==> config.mk <==
export PLATFORM = sky130hd
export DESIGN_NAME = fnd_scan_controller
export DESIGN_NICKNAME = d
export VERILOG_FILES = /design/src/rtl/fnd_pkg.sv /design/src/rtl/fnd_scan_timer.sv /design/src/rtl/fnd_scan_controller.sv
export SDC_FILE = /design/constraint.sdc
export NUM_CORES = 1
export LEC_CHECK = 0
export BUFFER_PORTS_ARGS = -buffer_cell sky130_fd_sc_hd__buf_2
export CAP_MARGIN = 20
export CORE_MARGIN = 2
export CORE_UTILIZATION = 51
export CTS_CLUSTER_SIZE = 16
export DETAILED_ROUTE_END_ITERATION = 8
export PLACE_DENSITY = 0.71
export SLEW_MARGIN = 25
export SYNTH_ARGS = -nofsm -noshare
export SYNTH_HDL_FRONTEND = slang
export SYNTH_SLANG_ARGS = --single-unit
==> constraint.sdc <==
create_clock -name clk -period 3.95 [get_ports clk]
set_clock_uncertainty 0.05 [all_clocks]
set_input_delay 0.79 -clock clk [delete_from_list [all_inputs] [get_ports clk]]
set_output_delay 0.79 -clock clk [all_outputs]
set_load 0.02 [all_outputs]
==> src/rtl/fnd_pkg.sv <==
// fnd_pkg: 7-segment constants and nibble decoder shared by the FND scan
// controller. Codes are active-low for a common-anode panel:
// bit 7 = DP, bits 6..0 = segments g..a.
package fnd_pkg;

    localparam logic [7:0] SEG_0     = 8'hC0;
    localparam logic [7:0] SEG_1     = 8'hF9;
    localparam logic [7:0] SEG_2     = 8'hA4;
    localparam logic [7:0] SEG_3     = 8'hB0;
    localparam logic [7:0] SEG_4     = 8'h99;
    localparam logic [7:0] SEG_5     = 8'h92;
    localparam logic [7:0] SEG_6     = 8'h82;
    localparam logic [7:0] SEG_7     = 8'hF8;
    localparam logic [7:0] SEG_8     = 8'h80;
    localparam logic [7:0] SEG_9     = 8'h90;
    localparam logic [7:0] SEG_DASH  = 8'hBF;
    localparam logic [7:0] SEG_BLANK = 8'hFF;

    // Nibble to segment pattern; 0xA is a dash, 0xB..0xF are blank.
    // A lit DP clears bit 7 regardless of the glyph.
    function automatic logic [7:0] seg_decode(input logic [3:0] nibble, input logic dp);
        logic [7:0] seg;
        case (nibble)
            4'd0:    seg = SEG_0;
            4'd1:    seg = SEG_1;
            4'd2:    seg = SEG_2;
            4'd3:    seg = SEG_3;
            4'd4:    seg = SEG_4;
            4'd5:    seg = SEG_5;
            4'd6:    seg = SEG_6;
            4'd7:    seg = SEG_7;
            4'd8:    seg = SEG_8;
            4'd9:    seg = SEG_9;
            4'hA:    seg = SEG_DASH;
            default: seg = SEG_BLANK;
        endcase
        if (dp) begin
            seg[7] = 1'b0;
        end
        return seg;
    endfunction

endpackage

==> src/rtl/fnd_scan_timer.sv <==
// fnd_scan_timer: slot prescaler and digit-select counter for the FND scan.
//   clk, rst_n  : clock, asynchronous active-low reset
//   sel         : current digit slot, 0..N_DIGIT-1
//   ghost       : high during the first GHOST_CYC cycles of a slot
//   frame_wrap  : high in the last cycle of a frame (sel about to wrap to 0)
//   frame_tick  : registered one-cycle pulse in the first cycle of a frame
module fnd_scan_timer #(
    parameter int N_DIGIT   = 4,
    parameter int SLOT_CYC  = 100000,
    parameter int GHOST_CYC = 4
) (
    input  logic                       clk,
    input  logic                       rst_n,
    output logic [$clog2(N_DIGIT)-1:0] sel,
    output logic                       ghost,
    output logic                       frame_wrap,
    output logic                       frame_tick
);

    localparam int CNT_W = $clog2(SLOT_CYC);
    localparam int SEL_W = $clog2(N_DIGIT);

    logic [CNT_W-1:0] cnt;
    logic             slot_wrap;

    assign slot_wrap  = (cnt == CNT_W'(SLOT_CYC - 1));
    assign frame_wrap = slot_wrap && (sel == SEL_W'(N_DIGIT - 1));
    assign ghost      = (cnt < CNT_W'(GHOST_CYC));

    always_ff @(posedge clk or negedge rst_n) begin
        if (!rst_n) begin
            cnt        <= '0;
            sel        <= '0;
            frame_tick <= 1'b0;
        end else begin
            frame_tick <= frame_wrap;
            if (slot_wrap) begin
                cnt <= '0;
                sel <= frame_wrap ? '0 : sel + 1'b1;
            end else begin
                cnt <= cnt + 1'b1;
            end
        end
    end

endmodule

==> src/rtl/fnd_scan_controller.sv <==
// fnd_scan_controller: multiplexed common-anode 7-segment scan driver.
//   clk, rst_n  : clock, asynchronous active-low reset
//   digits      : packed nibbles, nibble k drives digit k (digit 0 rightmost)
//   dp_mask     : per-digit decimal point enable
//   blink_mask  : per-digit blink enable
//   lz_en       : leading-zero blanking enable
//   fnd_com     : active-low digit enables (one-hot-low, all ones when dark)
//   fnd_data    : active-low segments, bit 7 = DP
//   frame_tick  : one-cycle pulse at the start of each frame
// All inputs are captured once per frame so a frame never mixes old and new data.
module fnd_scan_controller #(
    parameter int N_DIGIT      = 4,
    parameter int CLK_HZ       = 100_000_000,
    parameter int SCAN_HZ      = 1000,
    parameter int GHOST_CYC    = 4,
    parameter int BLINK_FRAMES = 125
) (
    input  logic                   clk,
    input  logic                   rst_n,
    input  logic [4*N_DIGIT-1:0]   digits,
    input  logic [N_DIGIT-1:0]     dp_mask,
    input  logic [N_DIGIT-1:0]     blink_mask,
    input  logic                   lz_en,
    output logic [N_DIGIT-1:0]     fnd_com,
    output logic [7:0]             fnd_data,
    output logic                   frame_tick
);

    import fnd_pkg::*;

    localparam int SLOT_CYC = CLK_HZ / SCAN_HZ;
    localparam int SEL_W    = $clog2(N_DIGIT);
    localparam int BLK_W    = (BLINK_FRAMES > 1) ? $clog2(BLINK_FRAMES) : 1;

    logic [SEL_W-1:0]     sel;
    logic                 ghost;
    logic                 frame_wrap;

    logic [4*N_DIGIT-1:0] sh_digits;
    logic [N_DIGIT-1:0]   sh_dp;
    logic [N_DIGIT-1:0]   sh_blink;
    logic                 sh_lz;

    logic [BLK_W-1:0]     blink_cnt;
    logic                 blink_phase;

    logic [N_DIGIT-1:0]   lz_blank;
    logic                 lead;
    logic [3:0]           cur_nib;
    logic                 cur_dp;
    logic                 cur_blink;
    logic                 cur_lz;
    logic                 digit_off;

    logic [N_DIGIT-1:0]   com_p1;
    logic [7:0]           data_p1;

    fnd_scan_timer #(
        .N_DIGIT   (N_DIGIT),
        .SLOT_CYC  (SLOT_CYC),
        .GHOST_CYC (GHOST_CYC)
    ) u_timer (
        .clk        (clk),
        .rst_n      (rst_n),
        .sel        (sel),
        .ghost      (ghost),
        .frame_wrap (frame_wrap),
        .frame_tick (frame_tick)
    );

    // Frame snapshot and blink phase; both change on the same edge so a
    // whole frame sees one consistent set of display decisions.
    always_ff @(posedge clk or negedge rst_n) begin
        if (!rst_n) begin
            sh_digits   <= '0;
            sh_dp       <= '0;
            sh_blink    <= '0;
            sh_lz       <= 1'b0;
            blink_cnt   <= '0;
            blink_phase <= 1'b0;
        end else if (frame_wrap) begin
            sh_digits <= digits;
            sh_dp     <= dp_mask;
            sh_blink  <= blink_mask;
            sh_lz     <= lz_en;
            if (blink_cnt == BLK_W'(BLINK_FRAMES - 1)) begin
                blink_cnt   <= '0;
                blink_phase <= ~blink_phase;
            end else begin
                blink_cnt <= blink_cnt + 1'b1;
            end
        end
    end

    // Leading-zero mask: walk from the most significant digit down; the first
    // nonzero nibble or lit DP ends the run. Digit 0 always shows.
    always_comb begin
        lz_blank = '0;
        lead     = sh_lz;
        for (int k = N_DIGIT - 1; k >= 1; k--) begin
            if (lead && (sh_digits[4*k +: 4] == 4'd0) && !sh_dp[k]) begin
                lz_blank[k] = 1'b1;
            end else begin
                lead = 1'b0;
            end
        end
    end

    // Per-slot selection of the shadowed digit attributes.
    always_comb begin
        cur_nib   = 4'd0;
        cur_dp    = 1'b0;
        cur_blink = 1'b0;
        cur_lz    = 1'b0;
        for (int k = 0; k < N_DIGIT; k++) begin
            if (sel == SEL_W'(k)) begin
                cur_nib   = sh_digits[4*k +: 4];
                cur_dp    = sh_dp[k];
                cur_blink = sh_blink[k];
                cur_lz    = lz_blank[k];
            end
        end
        digit_off = ghost || cur_lz || (blink_phase && cur_blink);
    end

    // Output register stage: outputs lag the slot counter by one cycle.
    always_ff @(posedge clk or negedge rst_n) begin
        if (!rst_n) begin
            com_p1  <= '1;
            data_p1 <= SEG_BLANK;
        end else if (digit_off) begin
            com_p1  <= '1;
            data_p1 <= SEG_BLANK;
        end else begin
            com_p1  <= ~(N_DIGIT'(1) << sel);
            data_p1 <= seg_decode(cur_nib, cur_dp);
        end
    end

    assign fnd_com  = com_p1;
    assign fnd_data = data_p1;

endmodule
; Yosys cells after proc, flatten, opt, wreduce, memory -nomap -nowiden
; Memory sizes are Yosys's and may differ from the RTL's.
; Index checks and enable logic that the tools add are counted.
; W data, S select, Z words.
[op_classes]
n_shift = 1
n_mux = 26
magnitude_cmp = 1
add_sub_neg = 3
bitwise_logic = 2
eq_ne = 5
reduce_logical = 18
[ops]
columns = cell, n
row1 = $mux W4, 5
row2 = $add A17 B1 Y17 const B, 1
row3 = $eq A17 B17 Y1 const B, 1
row4 = $lt A17 B3 Y1 const B, 1
row5 = $mux W1, 17
row6 = $mux W17, 1
row7 = $logic_not A4 Y1, 3
row8 = $logic_and A1 B1 Y1, 8
row9 = $mux W8, 1
row10 = $add A7 B1 Y7 const B, 1
row11 = $eq A7 B7 Y1 const B, 1
row12 = $mux W7, 1
row13 = $eq A2 B2 Y1 const B, 2
row14 = $not A4 Y4, 1
row15 = $shl A1 B2 Y4 const A, 1
row16 = $logic_not A1 Y1, 3
row17 = $add A2 B1 Y2 const B, 1
row18 = $eq A2 B1 Y1 const B, 1
row19 = $logic_not A2 Y1, 1
row20 = $logic_or A1 B1 Y1, 2
row21 = $mux W2, 1
row22 = $reduce_and A2 Y1, 1
row23 = $not A1 Y1, 1
[totals]
elab_cells = 68
inputBits = 27
mem_bits_ro = 112
out_inout_bits = 13
regBits = 65
n_memories = 1
[mem_list]
columns = memory, depth, word_bits, read_ports, rd_clocked_by_memory_dff, write_ports, line
row1 = (name not given), 16, 7, 1, 0, 0, fnd_pkg.sv:23  ; case (nibble)

; Longest topological paths before layout
; Gate-level depths: netlist of run 1.
[logic_depth]
depth_word = 16
ltp_mapped = 10
ltp_nobuf = 9

; Hierarchy
; A second synthesis of run 1 with hierarchy kept.
[hier_totals]
hier_cells = 253
area_unflattened_um2 = 3148.0
[by_module_without_submodules]
columns = module, area_per_inst_um2, seq_area_each_um2, cells_per_inst, instances
row1 = fnd_scan_controller, 2152.1, 1141.1, 165, 1
row2 = fnd_scan_timer, 996.0, 500.5, 88, 1

; Worst setup path before layout of run 1
; OpenSTA, ideal clock, no wires.
[synth_timing]
path_type = flip-flop to flip-flop
from = register u_timer.sel[0]
to = register data_p1[3], in the netlist fnd_data[3]
setup_slack_ns = 1.969
arrival_ns = 1.859
required_time_ns = 3.828
path_stages_with_launch = 9
n_path_buf = 2
period_less_slack_ns = 1.981
setup_ns = 0.072
path_cell_list = dfrtp_1 ha_1 buf_2 buf_2 a211oi_1 a211o_1 ha_1 and3_1 o21ai_1
[synth_between]
elab_chain_cells = 8
word_cells_on_any_way = 20
cone_classes = 3 x eq/ne / 12 x mux / 4 x reduce/logical / 1 x memory
[synth_rtl]
columns = item, line
row1 = from (decl), fnd_scan_timer.sv:14  ; output logic [$clog2(N_DIGIT)-1:0] sel,
row2 = from (signal assigned), fnd_scan_timer.sv:39  ; sel <= frame_wrap ? '0 : sel + 1'b1;
row3 = branches (longest 7 deep; another with $mem_v2 Z16 W7), -
row4 = $mux W8 *, fnd_scan_controller.sv:131  ; end else if (digit_off) begin
row5 = to (signal assigned), fnd_scan_controller.sv:136  ; data_p1 <= seg_decode(cur_nib, cur_dp);
row6 = to (decl), fnd_scan_controller.sv:56  ; logic [7:0] data_p1;
; Every way passes the cells marked *.
; A chain may end at the register's enable or synchronous reset.

; Final worst setup path of run 1
[layout_timing]
from = register u_timer.sel[0]
to = register data_p1[5], in the netlist fnd_data[5]
; Same word-level chain as after synthesis.

==> results of run 1 <==
sequential cells by signal (all words and copies together) (netlist names), 2 cells and up:
name	count
fnd_com	4
u_timer.cnt	17
u_timer.sel	2
fnd_data	8
blink_cnt	7
sh_digits	16
sh_dp	4
sh_blink	4
power by group through the flow:
stage	Combinational, mW	Clock (mW)	Sequential, mW
5_1_grt	0.0956	0.651	0.702
4_1_cts	0.0867	0.619	0.700
6_report	0.0848	0.606	0.701
3_3_place_gp	0.0839	0	0.712
3_5_place_dp	0.0862	0	0.712
2_1_floorplan	0.0363	0	0.719
layout make-up:
| cell class | instances | area (um^2) |
|---|---|---|
| inverter | 14 | 52.6 |
| sequential | 65 | 1640 |
| clock inverter | 6 | 82.6 |
| clock buffer | 10 | 128 |
| tap | 77 | 96.3 |
| fill | 555 | 2550 |
| timing repair buffer | 41 | 210 |
| multi-input combinational | 205 | 1550 |
cells by family (layout without fill, tap and decap cells):
family,after synthesis,in the layout
adders and majority gates,12,12
and+or+nand+nor,108,108
muxes,22,22
AOI/OAI and AO/OA,47,47
xor gates and xnor gates,16,16
DFF,65,65
buffers and inverters,25,71
cell usage in the layout (no fill, tap or decap), types with 3 or more instances in the layout:
cell type  count
and3_1         6
buf_2         39
clkinv_2       3
ha_1          11
nand2_1       16
o31ai_1        3
nor4_1         5
a211o_1        4
nor2b_1        8
dfstp_2       12
mux2_4        15
nand3_1       17
xnor2_1       12
nand3b_1       5
clkbuf_8       9
nor3_1         5
o22ai_1        3
nand4_1        5
o21ai_0       16
a21oi_1        5
o21ai_1        4
nor3b_1        3
and2_1         6
a211oi_1       3
mux2_2         7
xor2_1         4
inv_1         14
dfrtp_1       53
nor2_1        20
metrics by stage:
| stage | hold WS [ns] | util (%) |
|---|---|---|
| 2_1_floorplan | 0.381 | - |
| 3_3_place_gp | 0.399 | 56.2 |
| 6_report | 0.247 | 59.5 |
| 3_5_place_dp | 0.406 | 56.2 |
| 5_1_grt | 0.242 | 59.5 |
| 4_1_cts | 0.240 | 59.5 |
per-layer routing:
metal / vias up / GRT usage [%] / routed length, um
met5: - / 0 / 0
met4: 0 / 6.93 / 99
met3: 9 / 5.11 / 251
met2: 41 / 27.6 / 2750
met1: 1132 / 28.9 / 3150
li1: 1132 / - / -
critical path, stage by stage (launching register included):
cell and delay (ns):
dfrtp_1 0.42, inv_1 0.11, ha_1 0.44, nor3b_1 0.38, a211oi_2 0.13, or3_4 0.45
o22ai_1 0.17, nand2_1 0.09
path summary, 6_finish.rpt:
check                                        endpoint                  startpoint  slack [ns]
max                             fnd_data[5]$_DFF_PN1_  u_timer.sel[0]$_DFFE_PN0P_        1.62
min                        u_timer.sel[0]$_DFFE_PN0P_                       rst_n        0.25
max reg2reg                     fnd_data[5]$_DFF_PN1_  u_timer.sel[0]$_DFFE_PN0P_        1.62
min reg2reg                  blink_cnt[6]$_DFFE_PN0P_    blink_cnt[6]$_DFFE_PN0P_        0.42
max in group asynchronous       fnd_data[6]$_DFF_PN1_                       rst_n        2.92
min in group clk             blink_cnt[6]$_DFFE_PN0P_    blink_cnt[6]$_DFFE_PN0P_        0.42
==> results_dict.tcl, run 1 <==
set metrics [dict create \
    fin_nets 375 \
    avgSynthCellArea_um2 11.2 \
    rsz0062_at_grt "no" \
    post-cts-setup-buffer-count 0 \
    period_needed_ns 2.33 \
    grt_pass1_vias 2241 \
    synthCells 295 \
    cp.required_ns 4.16 \
    fmax_mhz 428 \
    synthDistinctLibCells 47 \
    leakagePower_nw 1.76 \
    drtIter0Drc 140 \
    synth_fp_nets 334 \
    synth_compound_area_share_pct 9.39 \
    synth_area_leaders "dfrtp_1 40%, dfstp_2 9.5%, mux2_4 6.8%" \
    criticalPathCategory "reg2reg" \
    dp_worst_setup_slack_ns 1.38 \
    async_flop_share_pct 100 \
    synth_edf_count 0 \
    fin_cells 418 \
    cp-end-kind "flop" \
    slew_headroom_pct 47.4 \
    tightest_slew_ns 0.786 \
    hold_viol_final 0 \
    port_buffers 39 \
    cp_max_fo 14 \
    timing.setup.tns_ns 0 \
    drt-total-wl_um 6250 \
    power_mw 1.39 \
    avgRoutedWirePerCell_um 15.0 \
    yosysTopAreaCellShare_pct 40.0 \
    ys_ff_latch 65 \
    synthMostInstantiatedCell "dfrtp_1" \
    dr.pass1.iters 4 \
    diodes 0 \
    clkPwrFrac_pct 43.6 \
    synth.cell_area_um2 3320 \
    synth-adder-area-share_pct 4.52 \
    insertion_delay_ns 0.35 \
    synthFlopType "dfrtp_1" \
    synth-xor-area-share_pct 4.22 \
    cts_tree "built" \
    setup_viol_count_final 0 \
    synthTopCellsByCount "53 x dfrtp_1, 20 x nor2_1, 17 x nand3_1" \
    numClockSinks 65 \
    placed_area_um2 3550 \
    vias 2314 \
    ys_seq_area_share_pct 49.5 \
    cts_hold_buf 0 \
    dieHeight_um 84.7 \
    hold_class "in2async" \
    core_area_um2 6310 \
    finalWorstSetupSlack_ns 1.62 \
    syn_to_final_growth_pct 13.3 \
    place_inst 402 \
    htree_levels 3 \
    drv_cap 0 \
    rows 29 \
    grt_use_total_pct 19.5 \
    fin_area_um2 3760 \
    cp-start-kind "flop" \
    io_pins 40 \
    grt_max_degree 32 \
    synth_top_family_by_area "simple AND/OR/NAND/NOR gates" \
    drive_above_1_share_pct 30.2 \
    grt_pass1_wl_um 10900 \
    vdd_drop_max_uv 252 \
    pwr-share-seq_pct 50.4 \
    synth.area.mux_share_pct 9.16 \
    switchingPower_uw 311 \
    ant_nets 0 \
    numCtsBuffers 9 \
    start_util_pct 52.6 \
    period_share_pct 59.1 \
    dieArea_um2 7170 \
    gp_congestion 0.849 \
    hpwlAfterDp_um 4530 \
    arrival_ns 2.54 \
    power_density_nw_per_um2 370 \
    worstRegToRegCells 7 \
    combinationalPowerShare_pct 6.1 \
    die_x_um 84.7 \
    synth_area_leader_cell "dfrtp_1" \
    antenna_found_initial 0 \
    ys.warnings.count 0 \
    switching_share_pct 22.4 \
    cts.clk_slew.worst_paths_ns 0.07 \
    synthSimpleGateAreaFrac_pct 19.3 \
    clock_path_buffers 2 \
    overflow 0 \
    drc 0 \
    outcome "finished clean" \
    intPower_mw 1.08 \
    root_buffer "clkbuf_8" \
    via_per_inst 5.54 \
    post_cts_resized 0 \
    drv_slew 0 \
]
(Power assumes the default switching activity.)
==> run 2: changes to the inputs <==
--- a/config.mk
+++ b/config.mk
@@ -11,7 +11,7 @@
 export CORE_UTILIZATION = 51
 export CTS_CLUSTER_SIZE = 16
 export DETAILED_ROUTE_END_ITERATION = 8
-export PLACE_DENSITY = 0.71
+export PLACE_DENSITY = 0.74
 export SLEW_MARGIN = 25
 export SYNTH_ARGS = -nofsm -noshare
 export SYNTH_HDL_FRONTEND = slang
==> constraint.sdc (replaced) <==
create_clock -name clk -period 2.12 [get_ports clk]
set_clock_uncertainty 0.05 [all_clocks]
set_input_delay 0.424 -clock clk [delete_from_list [all_inputs] [get_ports clk]]
set_output_delay 0.424 -clock clk [all_outputs]
set_load 0.02 [all_outputs]
==> run 2 against run 1 <==
First-iteration DRC count is 21% lower. Fmax is 16% higher. Combinational power is 100% higher. Die area stayed put. Via count is 2.9% higher. Register-to-register slack worse by 1.5 ns. Power is 84% higher. Critical endpoint is now fnd_data[4]$_DFF_PN1_. Highest routed layer unchanged.
==> results_dict.tcl, run 2 (synthesis gave the netlist of run 1 again) <==
set metrics [dict create \
    power_density_nw_per_um2 651 \
    dr.pass1.iters 4 \
    r2r_start "u_timer.sel[0]$_DFFE_PN0P_" \
    hold_slack_ns 0.0459 \
    core_area_um2 6310 \
    period_share_pct 94.8 \
    via_per_inst 5.54 \
    hold_class "in2async" \
    dieArea_um2 7170 \
    hold_viol_final 0 \
    final_common_cell "dfrtp_1" \
    avgRoutedWirePerCell_um 16.2 \
    cp-end-kind "flop" \
    largest_reg_flops 17 \
    drc 0 \
    rsz0062_at_grt "yes" \
    vdd_drop_max_uv 440 \
    gp_congestion 0.890 \
    use_met1_pct 29.3 \
    timing.setup.tns_ns 0 \
    fin_cells 430 \
    cp-start-kind "flop" \
    rows 29 \
    slowest_stage "dfrtp_1" \
    drv_cap 0 \
    cts.clk_slew.worst_paths_ns 0.08 \
    fin_nets 387 \
    start_util_pct 52.6 \
    syn_to_final_growth_pct 18.4 \
    io_pins 40 \
    grt_pass1_vias 2391 \
    vias 2381 \
    cp-startpoint "u_timer.sel[0]$_DFFE_PN0P_" \
    overflow 0 \
    ant_nets 0 \
    finalWorstSetupSlack_ns 0.110 \
    multiInputGateArea_um2 1610 \
    layout_common_cells "53 x dfrtp_1, 39 x buf_2, 20 x nor2_1, 17 x nand3_1" \
    diodes 0 \
    regMostFlops "u_timer.cnt" \
    insertion_delay_ns 0.36 \
    drt-total-wl_um 6980 \
    grt_use_total_pct 21.1 \
    htree_levels 3 \
    die_x_um 84.7 \
    leakagePower_nw 1.83 \
    criticalPathCategory "reg2reg" \
    clock_path_buffers 2 \
    arrival_ns 2.25 \
    numCtsBuffers 9 \
    numClockSinks 65 \
    root_buffer "clkbuf_8" \
    period_needed_ns 2.01 \
    setup_viol_count_final 0 \
    drv_slew 0 \
    cts_tree "built" \
    drtIter0Drc 111 \
    met2_usage_pct 31.6 \
    hpwlAfterDp_um 4980 \
    slew_headroom_pct 56.5 \
    path_cells "inv_2, ha_4, nor3b_1, a211o_1, ha_1, nor2_1, o32ai_2, nand2_1" \
    grt_most_used_layer "met2" \
    cp_max_fo 8 \
    worstRegToRegCells 8 \
    met3_usage_pct 6.49 \
    cts_hold_buf 0 \
    dieHeight_um 84.7 \
    grt_max_degree 29 \
    r2r_setup_slack_ns 0.11 \
    dp_worst_setup_slack_ns -0.00645 \
    max_stage_delay_ns 0.45 \
    fill_cells 504 \
    r2r_end "fnd_data[4]$_DFF_PN1_" \
    cp.required_ns 2.36 \
    drive_above_1_share_pct 36.0 \
    antenna_found_initial 0 \
    fmax_mhz 498 \
    port_buffers 39 \
    regArea_um2 1640 \
    outcome "finished clean" \
    place_inst 412 \
    tightest_slew_ns 0.653 \
    grt_pass1_wl_um 11700 \
]
## run 2: cell count changes in the layout (fill, tap and decap cells not counted), sizes merged
cell / delta
clkinvlp: +2
inv: +1
clkinv: -2
bufinv: -1
buf: +12
## run 2: stage by stage
stage / power (mW) / cell area, um^2 / utilization (%)
after CTS: 2.58 / 3860 / 61.2
after detailed placement: 1.50 / 3650 / 57.7
after global routing: 2.66 / 3930 / 62.2
after global placement: 1.49 / 3650 / 57.7
final: 2.56 / 3930 / 62.2
after floorplan: 1.41 / 3320 / -
## run 2: timing repair
item                                    4_1_cts  5_1_grt
endpoints found under the setup margin        5       12
resized for setup                             2       13
setup buffers                                 1        1
pin swaps                                     1        4
hold endpoints to repair                      0        0
## run 2: report_power, final
part	total [mW]	leakage (nW)	internal [mW]	switching [mW]
clock network	1.08	0.0949	0.576	0.505
logic	0.171	0.949	0.0813	0.0895
registers	1.31	0.786	1.28	0.0236
total	2.56	1.83	1.94	0.618
## run 2: final cells by class
type | count | share of cell area (%)
tap | 77 | 2.45
timing repair buffer | 53 | 8.28
inverter | 14 | 1.34
clock buffer | 10 | 3.50
sequential | 65 | 41.8
multi-input combinational | 205 | 40.9
clock inverter | 6 | 1.69
## run 2: how the worst max path moves through the flow
stage / slack, ns / end / cells past startpoint
6_report: 0.11 / fnd_data[4]$_DFF_PN1_ / 8
5_1_grt: -0.02 / fnd_data[6]$_DFF_PN1_ / 7
4_1_cts: 0.01 / fnd_data[3]$_DFF_PN1_ / 7
3_5_place_dp: -0.006 / fnd_data[1]$_DFF_PN1_ / 7
3_3_place_gp: 0.11 / fnd_data[1]$_DFF_PN1_ / 7
2_1_floorplan: 0.14 / fnd_data[3]$_DFF_PN1_ / 8
## run 2: critical path, delay by kind of cell, from the launching register on
family | cells | cell delay (ns)
adder cells (fa/ha/maj) | 2 | 0.41
buffers and inverters | 1 | 0.16
AO/OA/AOI/OAI | 2 | 0.47
flip-flops | 1 | 0.45
AND/OR/NAND/NOR | 3 | 0.41
## run 2: layer usage
metal  vias to the layer above  share of wire (%)
li1                       1151                  -
met1                      1165                 48
met2                        56                 46
met3                         9                4.2
met4                         0                1.5
met5                         -                  0
==> run 3: changes to the inputs <==
--- a/config.mk
+++ b/config.mk
@@ -9,10 +9,12 @@
 export CAP_MARGIN = 20
 export CORE_MARGIN = 2
 export CORE_UTILIZATION = 51
+export CTS_BUF_LIST = sky130_fd_sc_hd__clkbuf_4 sky130_fd_sc_hd__clkbuf_8 sky130_fd_sc_hd__clkbuf_16
 export CTS_CLUSTER_SIZE = 16
 export DETAILED_ROUTE_END_ITERATION = 8
 export PLACE_DENSITY = 0.74
 export SLEW_MARGIN = 25
 export SYNTH_ARGS = -nofsm -noshare
 export SYNTH_HDL_FRONTEND = slang
+export SYNTH_HIERARCHICAL = 1
 export SYNTH_SLANG_ARGS = --single-unit
==> run 3 against run 2 <==
Power is 6.7% lower. Worst hold slack worse by 0.016 ns. Utilization is 4.0 points higher. Synthesized area is 5.1% lower. Count of clock-buffer cells in the layout is 5 higher. Non-clock buffer count is 18 higher. First-iteration DRC count is 43% lower. Worst setup slack worse by 0.11 ns. Global-route usage is 0.081 points lower. Die area is 4.9% lower. Fmax is 5.0% lower.
==> results_dict.tcl, run 3 <==
set metrics [dict create \
    die_x_um 82.6 \
    synth_area_leader_cell "dfrtp_1" \
    start_util_pct 52.9 \
    synth_area_leaders "dfrtp_1 42%, dfstp_2 10%, mux2_2 9.3%" \
    clock_path_buffers 2 \
    r2r_start "u_timer/cnt[8]$_DFF_PN0_" \
    htree_levels 3 \
    ys.warnings.count 6 \
    synthMostInstantiatedCell "dfrtp_1" \
    final_common_cell "dfrtp_1" \
    largest_reg_flops 17 \
    root_buffer "clkbuf_8" \
    crit_buf_inv 1 \
    path_cells "or4b_4, nor4_4, and2_4, buf_12, mux2_2" \
    cp-end-kind "flop" \
    placed_area_um2 3700 \
    avgRoutedWirePerCell_um 15.4 \
    fin_area_um2 3940 \
    cp-start-kind "flop" \
    rsz0062_at_grt "yes" \
    gp_congestion 0.824 \
    numClockSinks 65 \
    drv_slew 0 \
    period_share_pct 99.8 \
    synth_edf_count 0 \
    cp_max_fo 20 \
    cts_tree "built" \
    fmax_mhz 473 \
    grt_pass1_wl_um 10600 \
    hold_slack_ns 0.0294 \
    dr.pass1.iters 4 \
    ys_seq_area_share_pct 52.1 \
    slew_headroom_pct 60.8 \
    setup_viol_count_final 0 \
    drc 0 \
    hold_viol_final 0 \
    syn_to_final_growth_pct 25.3 \
    io_pins 40 \
    cts_hold_buf 0 \
    drt-total-wl_um 6290 \
    fill_cells 467 \
    regArea_um2 1640 \
    dieArea_um2 6820 \
    synthCells 253 \
    diodes 0 \
    synthTopCellsByCount "53 x dfrtp_1, 26 x mux2_2, 22 x nor2_1" \
    arrival_ns 2.28 \
    ant_nets 0 \
    hpwlAfterDp_um 4420 \
    synth.cell_area_um2 3150 \
    period_needed_ns 2.12 \
    critPathTopFamily "simple AND/OR/NAND/NOR gates" \
    vdd_drop_max_uv 540 \
    regMostFlops "u_timer/cnt" \
    avgSynthCellArea_um2 12.4 \
    synth_fp_nets 289 \
    cts.clk_slew.worst_paths_ns 0.07 \
    power_density_nw_per_um2 605 \
    drive_above_1_share_pct 44.6 \
    insertion_delay_ns 0.34 \
    r2r_end "sh_digits[13]$_DFFE_PN0P_" \
    synthFlopType "dfrtp_1" \
    max_stage_delay_ns 0.55 \
    worstRegToRegCells 5 \
    r2r_setup_slack_ns 0.004 \
    fin_util_pct 66.2 \
    criticalPathCategory "reg2reg" \
    numCtsBuffers 9 \
    overflow 0 \
    multiInputGateArea_um2 1510 \
    tightest_slew_ns 0.588 \
    port_buffers 39 \
    drv_cap 0 \
    grt_max_degree 41 \
    antenna_found_initial 0 \
    slowest_stage "or4b_4" \
    vias 2174 \
    synthDistinctLibCells 41 \
    rows 28 \
    cp.required_ns 2.29 \
    fin_nets 363 \
    dieHeight_um 82.6 \
    grt_use_total_pct 21.1 \
    async_flop_share_pct 100 \
    grt_pass1_vias 2242 \
    drtIter0Drc 63 \
    via_per_inst 5.34 \
    ys_ff_latch 65 \
    hold_class "in2async" \
    core_area_um2 5960 \
    outcome "finished clean" \
    yosysTopAreaCellShare_pct 42.1 \
    layout_common_cells "52 x dfrtp_1, 39 x buf_2, 30 x buf_4, 20 x nor2_1" \
    leakagePower_nw 1.94 \
]
-- run 3: area by class of cell --
class,instances,share of cell area [%]
Sequential cell,65,41.7
Multi-Input combinational cell,172,38.3
Timing Repair Buffer,71,11.7
Clock buffer,15,4.44
Tap cell,75,2.38
Clock inverter,1,0.761
Inverter,8,0.761
-- run 3: routing by layer --
| metal | GRT usage, % | wire, um |
|---|---|---|
| met1 | 27.7 | 2880 |
| met2 | 33.8 | 3090 |
| met3 | 3.91 | 254 |
| met4 | 9.84 | 63 |
| met5 | 0 | 0 |
-- run 3: worst register-to-register path, stage by stage, from the launching register on --
cell and delay, ns:
dfrtp_1 0.38, or4b_4 0.55, nor4_4 0.24, and2_4 0.24, buf_12 0.18, mux2_2 0.35
-- run 3: logic make-up after synthesis --
| group | Yosys count | synth area share, % |
|---|---|---|
| AO/OA/AOI/OAI | 14 | 3.06 |
| AND/OR/NAND/NOR | 90 | 16.7 |
| adder cells (fa/ha/maj) | 9 | 3.58 |
| XOR/XNOR | 24 | 6.68 |
| flip-flops | 65 | 52.1 |
| multiplexers | 35 | 15.7 |
| buffers and inverters | 16 | 2.15 |
-- run 3: timing repair --
action | 4_1_cts | 5_1_grt
gates resized for setup | 2 | 6
setup buffers | 0 | 3
setup endpoints to repair | 33 | 27
pin swaps | 1 | 4
gates cloned | 0 | 0
-- run 3: report_power, final --
group	internal, mW	switching, mW
logic	0.0209	0.0308
clock network	0.643	0.451
registers	1.24	0
total	1.90	0.482
-- run 3: per-stage QoR --
stage | TNS [ns] | setup WS (ns) | cells | total power [mW]
2_1_floorplan | -5.10 | -0.182 | 253 | 1.26
3_3_place_gp | -0.798 | -0.0462 | 388 | 1.32
3_5_place_dp | -2.63 | -0.118 | 388 | 1.32
4_1_cts | -0.00824 | -0.00805 | 404 | 2.41
5_1_grt | -0.626 | -0.0483 | 407 | 2.47
6_report | 0 | 0.00430 | 407 | 2.39
-- run 3: worst max path at each step --
stage | slack, ns | depth (start not counted) | endpoint | startpoint
4_1_cts | -0.008 | 5 | sh_digits[13]$_DFFE_PN0P_ | u_timer/cnt[8]$_DFF_PN0_
6_report | 0.004 | 5 | sh_digits[13]$_DFFE_PN0P_ | u_timer/cnt[8]$_DFF_PN0_
3_5_place_dp | -0.12 | 5 | sh_digits[13]$_DFFE_PN0P_ | u_timer/cnt[8]$_DFF_PN0_
5_1_grt | -0.05 | 5 | sh_digits[2]$_DFFE_PN0P_ | u_timer/cnt[8]$_DFF_PN0_
2_1_floorplan | -0.18 | 6 | sh_blink[0]$_DFFE_PN0P_ | u_timer/cnt[8]$_DFF_PN0_
3_3_place_gp | -0.05 | 5 | sh_digits[12]$_DFFE_PN0P_ | u_timer/cnt[8]$_DFF_PN0_
